**config.mk**
```make
export PLATFORM = sky130hd
export DESIGN_NAME = rs232_response_serializer
export DESIGN_NICKNAME = d
export VERILOG_FILES = /design/src/rtl/rs232_response_serializer.sv
export SDC_FILE = /design/constraint.sdc
export NUM_CORES = 1
export LEC_CHECK = 0
export ABC_CLOCK_PERIOD_IN_PS = 2700
export CAP_MARGIN = 5
export CORE_ASPECT_RATIO = 0.75
export CORE_UTILIZATION = 50
export CTS_BUF_LIST = sky130_fd_sc_hd__clkbuf_8
export CTS_CLUSTER_SIZE = 10
export DETAILED_ROUTE_END_ITERATION = 12
export GPL_ROUTABILITY_DRIVEN = 0
export PLACE_DENSITY = 0.78
export SYNTH_ARGS = -nofsm -noshare
export SYNTH_HDL_FRONTEND = slang
export SYNTH_SLANG_ARGS = --single-unit
```
**constraint.sdc**
```tcl
create_clock -name clock -period 2.7 [get_ports clock]
set_input_delay 0.54 -clock clock [delete_from_list [all_inputs] [get_ports clock]]
set_output_delay 0.54 -clock clock [all_outputs]
set_load 0.01 [all_outputs]
```
**src/rtl/rs232_response_serializer.sv**
```systemverilog
// Serializes a captured response frame to a byte UART, top lane first, using a
// start-pulse / busy handshake per byte; flags overruns and illegal lengths.
module rs232_response_serializer #(
    parameter int unsigned MAX_BYTES = 11,
    parameter int unsigned TOP_LANE  = 9
) (
    input  logic                   clock,
    input  logic                   reset,
    input  logic [MAX_BYTES*8-1:0] tx_bytes,
    input  logic [3:0]             tx_num_bytes,
    input  logic                   tx_valid,
    input  logic                   uart_tx_busy,
    output logic [7:0]             uart_tx_byte,
    output logic                   uart_tx_start,
    output logic                   busy,
    output logic                   frame_done,
    output logic                   overrun,
    output logic                   length_error
);

    localparam int unsigned ShiftW = (TOP_LANE + 1) * 8;

    typedef enum logic [1:0] {
        StIdle,
        StStart,
        StWaitAck,
        StWaitIdle
    } state_e;

    state_e              state_q, state_d;
    logic [ShiftW-1:0]   shift_q, shift_d;
    logic [3:0]          remaining_q, remaining_d;
    logic                tx_valid_last_q;
    logic [7:0]          tx_byte_q, tx_byte_d;
    logic                start_q, start_d;
    logic                busy_q, busy_d;
    logic                frame_done_q, frame_done_d;
    logic                overrun_q, overrun_d;
    logic                length_error_q, length_error_d;

    logic                request;
    logic                len_ok;

    // Lanes above TOP_LANE are never transmitted.
    logic                unused_high_lanes;
    assign unused_high_lanes = ^tx_bytes[MAX_BYTES*8-1:ShiftW];

    assign request = tx_valid & ~tx_valid_last_q;
    assign len_ok  = (tx_num_bytes != 4'd0) && ({28'd0, tx_num_bytes} <= (TOP_LANE + 1));

    always_comb begin
        state_d        = state_q;
        shift_d        = shift_q;
        remaining_d    = remaining_q;
        tx_byte_d      = tx_byte_q;
        start_d        = 1'b0;
        busy_d         = busy_q;
        frame_done_d   = 1'b0;
        overrun_d      = overrun_q;
        length_error_d = 1'b0;

        unique case (state_q)
            StIdle: begin
                if (request) begin
                    if (len_ok) begin
                        shift_d     = tx_bytes[ShiftW-1:0];
                        remaining_d = tx_num_bytes;
                        busy_d      = 1'b1;
                        state_d     = StStart;
                    end else begin
                        length_error_d = 1'b1;
                    end
                end
            end
            StStart: begin
                if (!uart_tx_busy) begin
                    tx_byte_d = shift_q[ShiftW-1 -: 8];
                    start_d   = 1'b1;
                    state_d   = StWaitAck;
                end
            end
            StWaitAck: begin
                if (uart_tx_busy) begin
                    state_d = StWaitIdle;
                end
            end
            StWaitIdle: begin
                if (!uart_tx_busy) begin
                    if (remaining_q != 4'd0) begin
                        remaining_d = remaining_q - 4'd1;
                    end
                    shift_d = shift_q << 8;
                    // A zero count cannot occur here, but must never strand the FSM.
                    if (remaining_q <= 4'd1) begin
                        frame_done_d = 1'b1;
                        busy_d       = 1'b0;
                        state_d      = StIdle;
                    end else begin
                        state_d = StStart;
                    end
                end
            end
            default: state_d = StIdle;
        endcase

        if (request && (state_q != StIdle)) begin
            overrun_d = 1'b1;
        end
    end

    always_ff @(posedge clock or negedge reset) begin
        if (!reset) begin
            state_q         <= StIdle;
            shift_q         <= '0;
            remaining_q     <= 4'd0;
            tx_valid_last_q <= 1'b0;
            tx_byte_q       <= 8'd0;
            start_q         <= 1'b0;
            busy_q          <= 1'b0;
            frame_done_q    <= 1'b0;
            overrun_q       <= 1'b0;
            length_error_q  <= 1'b0;
        end else begin
            state_q         <= state_d;
            shift_q         <= shift_d;
            remaining_q     <= remaining_d;
            tx_valid_last_q <= tx_valid;
            tx_byte_q       <= tx_byte_d;
            start_q         <= start_d;
            busy_q          <= busy_d;
            frame_done_q    <= frame_done_d;
            overrun_q       <= overrun_d;
            length_error_q  <= length_error_d;
        end
    end

    assign uart_tx_byte  = tx_byte_q;
    assign uart_tx_start = start_q;
    assign busy          = busy_q;
    assign frame_done    = frame_done_q;
    assign overrun       = overrun_q;
    assign length_error  = length_error_q;

endmodule
```
# [Word level (Yosys, flattened, before mapping)]
# Cells that the tools add are included.
[totals] in_bits=96 output_inout_bits=13 register_bits=100
[classes] n_mux=29 n_reduce_logical=12 eq_ne=10 n_lt_le_gt_ge=2 bitwise_logic=3 n_addsub=1
[op_table] cell="$mux 80" n=3
[op_table] cell="$pmux 80 s2" n=1
[op_table] cell="$mux 4" n=4
[op_table] cell="$reduce_and 5->1" n=3
[op_table] cell="$ne 2x2->1 const B" n=7
[op_table] cell="$mux 1" n=13
[op_table] cell="$mux 2" n=5
[op_table] cell="$pmux 2 s4" n=1
[op_table] cell="$pmux 4 s2" n=1
[op_table] cell="$reduce_bool 4->1" n=2
[op_table] cell="$eq 2x2->1 const B" n=2
[op_table] cell="$le 4x1->1 const B" n=1
[op_table] cell="$le 4x4->1 const B" n=1
[op_table] cell="$reduce_and 4->1" n=1
[op_table] cell="$reduce_bool 2->1" n=2
[op_table] cell="$sub 4x1->4 const B" n=1
[op_table] cell="$eq 2x1->1 const B" n=1
[op_table] cell="$logic_and 1x1->1" n=2
[op_table] cell="$logic_not 2->1" n=1
[op_table] cell="$not 1->1" n=2
[op_table] cell="$pmux 1 s2" n=1
[op_table] cell="$reduce_and 2->1" n=1
[op_table] cell="$and 1x1->1" n=1

# [Logic depth before layout (Yosys ltp)]
[logic_depth] depth_word=5 depth_mapped=8 ltp_nobuf=6

# [Least setup slack after synthesis]
# Ideal clock, no wire load.
[synth_timing] path_kind="register to register" startpoint="reg state_q[0]" endpoint="reg shift_q[11]" setup_slack_ps=648 period_less_slack_ps=2052 setup_time_ps=125 path_stages_with_launch=8 required_ps=2575 n_path_buf=1 arrival_time_ps=1927 path_cell_list="dfrtp_1 inv_1 ha_1 and3b_2 o21ai_4 nor2_8 buf_12 mux2_4"
[synth_between] elab_chain_cells=3
[synth_rtl] element="from (decl)" line_no="30" text="state_e state_q, state_d;"
[synth_rtl] element="from (signal assigned)" line_no="113" text="state_q <= StIdle;"
[synth_rtl] element="from (signal assigned)" line_no="124" text="state_q <= state_d;"
[synth_rtl] element="$eq 2x2->1 / $logic_not 2->1 (equally long branches)" line_no="62" text="unique case (state_q)"
[synth_rtl] element="$ne 2x2->1 (no source line) / $reduce_bool 2->1 (equally long branches)"
[synth_rtl] element="$reduce_and 4->1 (no source line)"
[synth_rtl] element="to (signal assigned)" line_no="125" text="shift_q <= shift_d;"
[synth_rtl] element="to (decl)" line_no="31" text="logic [ShiftW-1:0] shift_q, shift_d;"
# Several ways; a longest one is shown, not always the timed one.
# A chain may end at the register's enable or synchronous reset.

# [Worst setup path after layout]
[layout_timing] startpoint="reg state_q[0]" endpoint="reg shift_q[13]"
# Same word-level chain as after synthesis.

==> impl_metrics.env <==
export IMPL_die_h_um=91.5
export IMPL_ios=109
export IMPL_multiInputGateArea_sq_um=2620
export IMPL_ctsResizeCount=0
export IMPL_yosysUniqueCellTypes=42
export IMPL_drv_cap=0
export IMPL_dieArea_sq_um=11100
export IMPL_clock_latency_ns=0.36
export IMPL_synth_fp_nets=471
export IMPL_drive_above_1_share_pct=40.5
export IMPL_syn_cell_area_sq_um=5340
export IMPL_finalMaxSlewViolations=0
export IMPL_slew_headroom_pct=68.7
export IMPL_wl_per_cell_um=17.6
export IMPL_rsz0062_at_grt="false"
export IMPL_route_detailed_drc=0
export IMPL_first_global_vias=3425
export IMPL_synth_area_leaders="dfrtp_1, mux2_4, mux2_2, buf_12, ha_1"
export IMPL_diodes=0
export IMPL_placementRows=32
export IMPL_dpl_instance_area_sq_um=6510
export IMPL_final_common_cell="dfrtp_1"
export IMPL_totalNegativeSetupSlack_ns=0
export IMPL_max_freq_mhz=409
export IMPL_cts_tree="yes"
export IMPL_cp_arrival_ns=2.69
export IMPL_hold_path_class="primary input to asynchronous set/reset pin"
export IMPL_clkSinkCount=100
export IMPL_period_share_pct=90.5
export IMPL_ir_worst_vdd_mv=0.496
export IMPL_root_buffer="clkbuf_8"
export IMPL_synth_edf_count=0
export IMPL_async_flop_share_pct=100
export IMPL_die_w_um=121
export IMPL_port_buffers=100
export IMPL_critPathCaptureType="flop"
export IMPL_yosysWarnings=0
export IMPL_synth_top_area_share_pct=46.8
export IMPL_register_area_sq_um=2500
export IMPL_finish_instance_area_sq_um=6710
export IMPL_fin_util_pct=64.9
export IMPL_post_cts_buffers=0
export IMPL_period_needed_ns=2.44
export IMPL_grtUsageTotal_pct=20.2
export IMPL_tightest_slew_ns=0.469
export IMPL_grt_first_pass_wirelength_mm=17.2
export IMPL_fillers=770
export IMPL_grt_max_degree=78
export IMPL_stdcell_count=615
export IMPL_hold_ws_ns=0.119
export IMPL_synth_seq_area_share_pct=46.8
export IMPL_clkTransAtPathRegs_ns=0.10
export IMPL_firstDrtPassIters=4
export IMPL_finalHoldViolCount=0
export IMPL_synth_main_ff_cell="dfrtp_1"
export IMPL_viasPerCell=5.28
export IMPL_netlist_instances=367
export IMPL_layout_common_cells="dfrtp_1, clkdlybuf4s50_1, mux2_2"
export IMPL_fin_skew_ns=0.00957
export IMPL_worstSetupPathType="flop to flop"
export IMPL_clk_path_buf_depth=2
export IMPL_leakage_nw=2.92
export IMPL_nNetsFinal=578
export IMPL_h_tree_depth=3
export IMPL_ys_seq_elements=100
export IMPL_dp_hpwl_mm=7.54
export IMPL_vias=3246
export IMPL_postRouteAntennaNets=0
export IMPL_powerDensity_nw_per_um2=1160
export IMPL_drt_iter0_markers=159
export IMPL_cts_inserted_buffers=9
export IMPL_syn_avg_cell_area_sq_um=14.6
export IMPL_cp_required_ns=2.95
export IMPL_syn2layout_area_growth_pct=25.6
export IMPL_dp_cells=599
export IMPL_routed_wl_mm=10.8
export IMPL_grt_ovfl_total=0
export IMPL_setup_violations=0
export IMPL_hold_buffers=0
export IMPL_start_util_pct=51.7
export IMPL_cp_max_fo=13
export IMPL_core_area_sq_um=10300
export IMPL_synth_area_leader_cell="dfrtp_1"
export IMPL_outcome="finished clean"
export IMPL_start_kind="flop"
export IMPL_antenna_found_initial=0
==> path summary, 6_finish.rpt <==
check	cells after the start	slack, ns	start	to
max	7	0.26	state_q[0]$_DFFE_PN0P_	shift_q[13]$_DFFE_PN0P_
min	1	0.12	reset	shift_q[8]$_DFFE_PN0P_
max reg2reg	7	0.26	state_q[0]$_DFFE_PN0P_	shift_q[13]$_DFFE_PN0P_
min reg2reg	1	0.49	overrun$_DFFE_PN0P_	overrun$_DFFE_PN0P_
max in group asynchronous	2	1.86	reset	shift_q[72]$_DFFE_PN0P_
min in group clock	1	0.49	overrun$_DFFE_PN0P_	overrun$_DFFE_PN0P_
==> flip-flops by register name, indices dropped and copies added, names as in the netlist <==
name             count
shift_q             80
busy                 1
overrun              1
uart_tx_byte         8
state_q              2
uart_tx_start        1
tx_valid_last_q      1
frame_done           1
remaining_q          4
length_error         1
==> Yosys cell counts, types with 3 or more instances <==
| cell type | n |
|---|---|
| ha_1 | 8 |
| inv_1 | 8 |
| mux2_4 | 69 |
| mux2_2 | 84 |
| nor3_1 | 4 |
| nand4_1 | 9 |
| clkbuf_1 | 8 |
| a21oi_1 | 3 |
| nand2_1 | 12 |
| dfrtp_1 | 100 |
| o21ai_0 | 9 |
| nor2_1 | 6 |
| buf_12 | 7 |
| buf_2 | 4 |
==> report_power, final <==
group	switching, mW	leakage [nW]	internal (mW)	total [mW]
Sequential	0.440	1.19	2.26	2.69
Clock	0.517	0.102	0.453	0.970
Combinational	1.54	1.63	2.56	4.10
Total	2.50	2.92	5.27	7.76
==> critical path, stage by stage (launching register included) <==
cell     delay, ns
dfrtp_1       0.47
inv_1         0.18
ha_1          0.36
and3b_2       0.30
o21ai_4       0.13
nor2_8        0.31
buf_4         0.26
mux2_4        0.31
==> logic make-up (layout without fill, tap and decap cells) <==
kind of cell | count (synthesis) | count (layout) | share of synthesized area [%]
AO/OA/AOI/OAI | 30 | 30 | 4.40
adder cells (fa/ha/maj) | 8 | 8 | 1.87
buffers and inverters | 29 | 141 | 4.33
flip-flops | 100 | 100 | 46.8
multiplexers | 155 | 155 | 37.5
AND/OR/NAND/NOR | 45 | 45 | 5.08
==> per-layer routing <==
layer	part of all wire [%]	GRT usage (%)	vias up
met5	0	0	-
met4	0.55	3.29	0
met3	7.8	7.79	6
met2	44	29.8	99
met1	48	28.4	1603
li1	-	-	1538
==> metrics by stage <==
| stage | power, mW | setup slack, ns |
|---|---|---|
| floorplan | 5.97 | 0.648 |
| global placement | 6.67 | 0.158 |
| detailed placement | 6.81 | 0.111 |
| CTS | 7.83 | 0.248 |
| global route | 8.22 | 0.108 |
| finish | 7.76 | 0.255 |
==> layout make-up <==
| class | instances | share of cell area (%) |
|---|---|---|
| well taps | 136 | 2.54 |
| multi-input cells | 238 | 39.1 |
| flip-flops and latches | 100 | 37.3 |
| clock inverters | 6 | 0.914 |
| clock buffers | 10 | 2.05 |
| inverters | 9 | 0.504 |
| repair buffers | 116 | 17.6 |
No activity file was read; power rests on OpenSTA's default activity.
